**config.mk**
```make
export PLATFORM = sky130hd
export DESIGN_NAME = pool1_ctrl
export DESIGN_NICKNAME = d
export VERILOG_FILES = /design/src/rtl/pool_pkg.sv /design/src/rtl/pool_pair_or.sv /design/src/rtl/pool1_ctrl.sv
export SDC_FILE = /design/constraint.sdc
export NUM_CORES = 1
export LEC_CHECK = 0
export CORE_MARGIN = 1
export CORE_UTILIZATION = 50
export CTS_BUF_LIST = sky130_fd_sc_hd__clkbuf_16
export DETAILED_ROUTE_END_ITERATION = 10
export GPL_ROUTABILITY_DRIVEN = 0
export HOLD_SLACK_MARGIN = 0.1
export PLACE_DENSITY_LB_ADDON = 0.3
export SYNTH_ARGS = -nofsm -noshare
export SYNTH_HDL_FRONTEND = slang
export SYNTH_SLANG_ARGS = --single-unit
export TNS_END_PERCENT = 10
```
**constraint.sdc**
```tcl
create_clock -name clk -period 2.3 [get_ports clk]
set_input_delay 0.345 -clock clk [delete_from_list [all_inputs] [get_ports clk]]
set_output_delay 0.345 -clock clk [all_outputs]
set_load 0.01 [all_outputs]
```
**src/rtl/pool_pkg.sv**
```systemverilog
// Shared constants and state encoding for the first pooling-layer controller.
// Latency: none (package only).
// Backpressure: none (package only).
package pool_pkg;

  localparam int CH_DEF      = 18;
  localparam int IN_DIM_DEF  = 24;
  localparam int OUT_DIM_DEF = IN_DIM_DEF / 2;
  localparam int RD_AW_DEF   = $clog2(CH_DEF * IN_DIM_DEF);
  localparam int WR_AW_DEF   = $clog2(CH_DEF * OUT_DIM_DEF);

  typedef enum logic [2:0] {
    S_IDLE,
    S_RD_EVEN,
    S_RD_ODD,
    S_WR,
    S_DONE
  } pool_state_t;

  // Counter width that stays legal when the counted range collapses to one value.
  function automatic int clog2_min1(input int v);
    return (v > 1) ? $clog2(v) : 1;
  endfunction

endpackage

```
**src/rtl/pool_pair_or.sv**
```systemverilog
// Binary 2x2 max-pool of one row pair: OR of each 2-pixel column pair across both rows.
// Latency: combinational.
// Backpressure: none; output follows inputs.
module pool_pair_or #(
  parameter  int IN_W  = 24,
  localparam int OUT_W = IN_W / 2
) (
  input  logic [0:IN_W-1]  even_row,
  input  logic [0:IN_W-1]  odd_row,
  output logic [0:OUT_W-1] pooled
);

  // Each output pixel covers input columns 2j and 2j+1 of both rows.
  always_comb begin
    pooled = '0;
    for (int j = 0; j < OUT_W; j++) begin
      pooled[j] = even_row[2*j] | even_row[2*j+1] | odd_row[2*j] | odd_row[2*j+1];
    end
  end

endmodule

```
**src/rtl/pool1_ctrl.sv**
```systemverilog
// Sequences a full 2x2 binary max-pool pass: two row reads, one pooled row write, per output row.
// Latency: 3 cycles per output row with wr_ready high; done 3*CH*OUT_DIM+1 cycles after start.
// Backpressure: wr_ready low holds the write (address/data stable) and issues no reads.
module pool1_ctrl
  import pool_pkg::*;
#(
  parameter  int CH      = CH_DEF,
  parameter  int IN_DIM  = IN_DIM_DEF,
  localparam int OUT_DIM = IN_DIM / 2,
  localparam int RD_AW   = $clog2(CH * IN_DIM),
  localparam int WR_AW   = $clog2(CH * OUT_DIM)
) (
  input  logic               clk,
  input  logic               rst_n,
  input  logic               start,
  output logic               busy,
  output logic               done,
  output logic               rd_en,
  output logic [RD_AW-1:0]   rd_addr,
  input  logic [0:IN_DIM-1]  rd_data,
  output logic               wr_en,
  input  logic               wr_ready,
  output logic [WR_AW-1:0]   wr_addr,
  output logic [0:OUT_DIM-1] wr_data
);

  localparam int CHW = clog2_min1(CH);
  localparam int ORW = clog2_min1(OUT_DIM);

  pool_state_t       state;
  logic [CHW-1:0]    ch;
  logic [ORW-1:0]    orow;
  logic [0:IN_DIM-1] row_buf;   // even input row
  logic [0:IN_DIM-1] odd_buf;   // odd input row, held across write stalls
  logic              wr_fresh;  // first WR cycle: odd row is still on rd_data
  logic [0:IN_DIM-1] odd_row;
  logic [0:OUT_DIM-1] pooled;

  function automatic logic [RD_AW-1:0] rd_row_addr(input int c, input int r);
    return RD_AW'(c * IN_DIM + 2 * r);
  endfunction

  function automatic logic [WR_AW-1:0] wr_row_addr(input int c, input int r);
    return WR_AW'(c * OUT_DIM + r);
  endfunction

  // The odd row arrives on rd_data in the first WR cycle and is replayed from odd_buf while stalled.
  assign odd_row = wr_fresh ? rd_data : odd_buf;

  pool_pair_or #(.IN_W(IN_DIM)) u_pair_or (
    .even_row (row_buf),
    .odd_row  (odd_row),
    .pooled   (pooled)
  );

  assign wr_data = wr_en ? pooled : '0;

  // Pass sequencer: state, row/channel counters and registered strobes/addresses.
  always_ff @(posedge clk) begin
    if (!rst_n) begin
      state    <= S_IDLE;
      ch       <= '0;
      orow     <= '0;
      row_buf  <= '0;
      odd_buf  <= '0;
      wr_fresh <= 1'b0;
      busy     <= 1'b0;
      done     <= 1'b0;
      rd_en    <= 1'b0;
      rd_addr  <= '0;
      wr_en    <= 1'b0;
      wr_addr  <= '0;
    end else begin
      case (state)
        S_IDLE: begin
          if (start) begin
            state   <= S_RD_EVEN;
            ch      <= '0;
            orow    <= '0;
            busy    <= 1'b1;
            rd_en   <= 1'b1;
            rd_addr <= '0;
          end
        end
        S_RD_EVEN: begin
          state   <= S_RD_ODD;
          rd_en   <= 1'b1;
          rd_addr <= rd_addr + RD_AW'(1);
        end
        S_RD_ODD: begin
          row_buf  <= rd_data;
          state    <= S_WR;
          rd_en    <= 1'b0;
          rd_addr  <= '0;
          wr_en    <= 1'b1;
          wr_addr  <= wr_row_addr(int'(ch), int'(orow));
          wr_fresh <= 1'b1;
        end
        S_WR: begin
          if (wr_fresh) begin
            odd_buf <= rd_data;
          end
          wr_fresh <= 1'b0;
          if (wr_ready) begin
            wr_en   <= 1'b0;
            wr_addr <= '0;
            if (int'(orow) < OUT_DIM - 1) begin
              orow    <= orow + ORW'(1);
              state   <= S_RD_EVEN;
              rd_en   <= 1'b1;
              rd_addr <= rd_row_addr(int'(ch), int'(orow) + 1);
            end else begin
              orow <= '0;
              if (int'(ch) < CH - 1) begin
                ch      <= ch + CHW'(1);
                state   <= S_RD_EVEN;
                rd_en   <= 1'b1;
                rd_addr <= rd_row_addr(int'(ch) + 1, 0);
              end else begin
                state <= S_DONE;
                done  <= 1'b1;
              end
            end
          end
        end
        S_DONE: begin
          state <= S_IDLE;
          done  <= 1'b0;
          busy  <= 1'b0;
        end
        default: begin
          state <= S_IDLE;
          done  <= 1'b0;
          busy  <= 1'b0;
          rd_en <= 1'b0;
          wr_en <= 1'b0;
        end
      endcase
    end
  end

endmodule

```
Word-level counts from Yosys, hierarchy flattened:

Cells that the tools add are included.
Widths: inputs -> output; s select.

* register bits after elaboration: 82
* output and inout port bits: 33
* word-level logic and storage cells: 126

* add/sub/neg operators: 7
* $mul: 3
* order comparisons: 2
* equal/unequal tests: 10
* muxes and demuxes: 36
* bitwise logic cells: 40
* reductions and logical operators: 16

Operators with widths (count)
* $mux 9: 4
* $or 1x1->1: 36
* $pmux 9 s4: 1
* $mux 24: 1
* $mux 5: 4
* $pmux 8 s2: 1
* $mul 5x2->6 const B: 2
* $mux 12: 1
* $mux 3: 4
* $mux 4: 3
* $pmux 3 s4: 1
* $reduce_and 4->1: 3
* $ne 2x2->1 const B: 5
* $pmux 5 s2: 1
* $add 9x1->9 const B: 1
* $add 9x6->9: 1
* $reduce_or 3->1: 3
* $add 8x4->8: 1
* $mux 1: 8
* $mux 8: 1
* $pmux 4 s2: 1
* $reduce_and 2->1: 4
* $add 5x1->6 const B: 1
* $eq 3x2->1 const B: 2
* other kinds (18): 24

Depth between registers and ports, before layout:

* depth in word-level cells: 6
* gate-level depth with buffers: 11
* mapped depth without buffers: 10

Modules after synthesis:

Synthesis repeated with hierarchy kept, for this count alone.

* cells, all modules: 544
* area, all modules: 4455.5 sq um

Modules (own cells, without submodules)
* pool1_ctrl: instances 1, cells an instance 532, area each 4365.4 sq um, sequential area each 1641.6 sq um
* pool_pair_or: instances 1, cells an instance 12, area each 90.1 sq um, sequential area each 0.0 sq um

Least setup slack after synthesis:

OpenSTA, ideal clock, no wires.

* path type: reg-to-reg
* from: register ch[1]
* to: register rd_addr[8]
* data arrival time: 2322 ps
* path slack: -80 ps
* stages on the path, launching flop included: 9
* period minus slack after synthesis: 2380 ps
* cells stage by stage: dfxtp_1 -> ha_1 -> fa_1 -> ha_1 -> a21o_1 -> nand2_1 -> or3_1 -> a21oi_1 -> a211o_1

* longest elaborated chain between the ends: 6

Ends and longest elaborated chain
* from (decl): line pool1_ctrl.sv:31 `logic [CHW-1:0] ch;`
* from (signal assigned): line pool1_ctrl.sv:115 `ch <= ch + CHW'(1);`
* $add 5x1->6: line pool1_ctrl.sv:118 `rd_addr <= rd_row_addr(int'(ch) + 1, 0);`
* $mul 6x2->6: line pool1_ctrl.sv:40 `return RD_AW'(c * IN_DIM + 2 * r);`
* $mux 9: line pool1_ctrl.sv:114 `if (int'(ch) < CH - 1) begin`
* $mux 9: line pool1_ctrl.sv:107 `if (int'(orow) < OUT_DIM - 1) begin`
* $mux 9: line pool1_ctrl.sv:104 `if (wr_ready) begin`
* $pmux 9 s4: line pool1_ctrl.sv:74 `case (state)`
* to (signal assigned): line pool1_ctrl.sv:88 `rd_addr <= rd_addr + RD_AW'(1);`
* to (signal assigned): line pool1_ctrl.sv:111 `rd_addr <= rd_row_addr(int'(ch), int'(orow) + 1);`
* to (signal assigned): line pool1_ctrl.sv:118
* to (decl): line pool1_ctrl.sv:19 `output logic [RD_AW-1:0] rd_addr,`

Parallel ways exist; a longest one is shown, timed or not. The select of a mux whose other input is x is not followed.
A chain may end at the register's enable or synchronous reset.

Worst setup path after layout:

* from: register ch[1]
* to: register rd_addr[7]

The elaborated chain is that of the path after synthesis.

==> flow_summary_export.csv <==
group,metric,value,unit
yosys,synth_enable_flop_cells,0,
die,die_w,95.8,um
yosys,synthesis.area,0.00440,sq mm
cells_and_area,stdcell_count,718,
setup_path,arrival,2.52,ns
yosys,ys_seq_area_frac,0.373,
yosys,synth_ff_type,"dfxtp_1",
route,drt-total-wl,11.4,mm
clock_tree,clock_tree.buffer_depth,2,
sta,fin_crit_sh,0.996,
pwr,leakage,2.11,nW
grt,grt_overflow_total,0,
clock_tree,cts.clk_slew.worst_paths,0.07,ns
yosys,async_reset_ff_frac,0,
run,cap_violations,0,
cells_and_area,layout_commonest_cell,"nand2_1",
clock_tree,root_buffer,"clkbuf_16",
die,io_pins,61,
route,antenna_left,0,
clock_tree,cts_buffers,9,
setup_path,endpoint_kind,"flop",
clock_tree,postCtsSetupBuffers,0,
route,drc,0,
sta,rsz0062_at_grt,"true",
yosys,synthDistinctLibCells,56,
die,rows,33,
sta,fin_skew,0.00928,ns
die,core_area,0.00838,sq mm
grt,grt_use_total,0.251,
yosys,syn_area_per_cell,8.13,sq um
yosys,synth_top_family_by_area,"compound AO/OA/AOI/OAI gates",
yosys,synth_seq_cells,82,
setup_path,rr_worst_depth,8,
cells_and_area,drive_gt1_frac,0.108,
yosys,synth_cells,541,
worst_hold_path,min_path_cells,3,
die,dieArea,0.00917,sq mm
worst_hold_path,worstHoldPathType,"in2reg",
sta,hold_violations,0,
cells_and_area,area_growth,27.0,%
setup_path,ff2ff_setup_slack,0.01,ns
clock_tree,clk_latency,0.33,ns
sta,setup_violations,0,
sta,fin_crit,2.29,ns
sta,timing.final.max_slew_violations,0,
cells_and_area,final_cell_mix,"116 x nand2_1, 79 x dfxtp_1, 59 x clkdlybuf4s50_1",
outcome,status,"finished clean",
setup_path,path_class,"reg2reg",
yosys,yosysWarningCount,0,
cells_and_area,num_antenna_cells,0,
sta,setup_slack,0.0100,ns
clock_tree,hold_buffers,0,
grt,antenna_found_initial,0,
pwr,power_density,651,mW/mm^2
grt,grt_pass1_vias,3949,
yosys,synth_fa_ha_area_frac,0.0620,
route,vias,4080,
clock_tree,cts_sinks,82,
die,start_util,0.525,
cells_and_area,fin_nets,656,
yosys,syn-num-nets,589,
yosys,synthSimpleGateAreaFrac,0.221,
yosys,synth_xor_area_frac,0.0418,
route,wl_per_cell,15.8,um
placement,post-dp-hpwl,7.71,mm
placement,dpl_worst_slack,0.0165,ns
placement,dp_cells,702,
grt,grt_pass1_wl,17.8,mm
setup_path,cp_max_fo,6,
setup_path,crit_required,2.53,ns
route,drt_iter0_drc,265,
pwr,ir_drop,387,uV
route,vias_per_cell,5.68,
grt,grt_max_degree,59,
yosys,synth_mux_area_frac,0.00455,
die,fp.dieH,95.8,um
clock_tree,cts_tree,"yes",
setup_path,critPathLaunchType,"flop",
clock_tree,htreeDepth,3,
sta,tightestPinTransition,0.776,ns
sta,clock.fmax,437,MHz
placement,port_buffers,60,
yosys,synth_compound_area_frac,0.252,
route,firstDrtPassIters,4,
sta,relSlewSlack,0.483,
[kinds of logic (layout without fill, tap and decap cells)]
group / after synthesis / count (layout)
simple gates: 217 / 217
compound gates: 153 / 153
flops: 82 / 82
buf+inv: 46 / 118
xor+xnor: 21 / 21
fa+ha+maj: 20 / 20
mux: 2 / 2
[worst paths after layout]
check / end / from
hold / removal: busy / rst_n
hold reg to reg: row_buf[16] / row_buf[16]
setup reg to reg: rd_addr[7] / ch[1]
setup / recovery: rd_addr[7] / ch[1]
[Yosys cell counts (9+ instances only)]
cell type	count	area, sq um
buf_2	9	45.0
a22oi_1	10	75.1
ha_1	17	213
o31a_1	12	105
a21boi_0	51	383
o21ai_0	11	55.1
dfxtp_1	82	1640
a21o_1	9	67.6
a21oi_1	27	135
nor2_1	27	101
nor2b_1	17	106
nand3_1	15	75.1
xnor2_1	14	123
nor3_1	17	85.1
nand2_1	116	435
clkbuf_1	18	67.6
inv_1	15	56.3
[where the power goes]
part	internal, mW	switching, mW	leakage, nW	total (mW)
Sequential	1.49	0.0733	0.665	1.56
Clock	0.753	0.628	0.139	1.38
Combinational	0.310	0.385	1.30	0.696
Total	2.55	1.09	2.11	3.64
[state kept, by name, summed over array words and instances, names as in the netlist]
register / count
done: 1
busy: 1
ch: 5
rd_en: 1
odd_buf: 24
orow: 4
wr_en: 1
row_buf: 24
wr_fresh: 1
state: 3
rd_addr: 9
wr_addr: 8
[repair_timing]
action,CTS,global route
gates resized for setup,2,12
endpoints found under the setup margin,1,4
pin swaps,0,1
cloned,0,0
[cell type report]
cell class                 instances  area (sq um)
sequential                        82          1650
tap                              105           131
inverter                          15          56.3
clock inverter                     7          58.8
timing repair buffer              87           811
fill                             687          2800
clock buffer                       9           225
multi-input combinational        413          2650
[routing by layer]
layer,share of wire,vias up,wire (um),global-route usage
met5,0,-,0,0
met4,0.016,0,177,0.102
met3,0.060,19,685,0.0506
met2,0.49,130,5590,0.429
met1,0.43,1921,4900,0.308
li1,-,2010,-,-
[through the flow]
step	hold slack, ns	area (sq um)	util	power [mW]	setup TNS, ns
6_report	0.349	5580	0.666	3.64	0
5_1_grt	0.376	5580	0.666	3.79	-0.0525
4_1_cts	0.345	5510	0.657	3.65	0
3_5_place_dp	0.458	5220	0.623	2.28	0
3_3_place_gp	0.442	5220	0.623	2.26	0
2_1_floorplan	0.435	4430	-	2.00	0
[critical path, stage by stage (launching register included)]
cell and delay, ns:
dfxtp_4 0.38, ha_4 0.20, fa_2 0.62, ha_4 0.22, nor2b_1 0.12, o21ai_0 0.23, xnor2_1 0.17, nand3_1 0.11
o2111a_1 0.14
(Power assumes the default switching activity.)
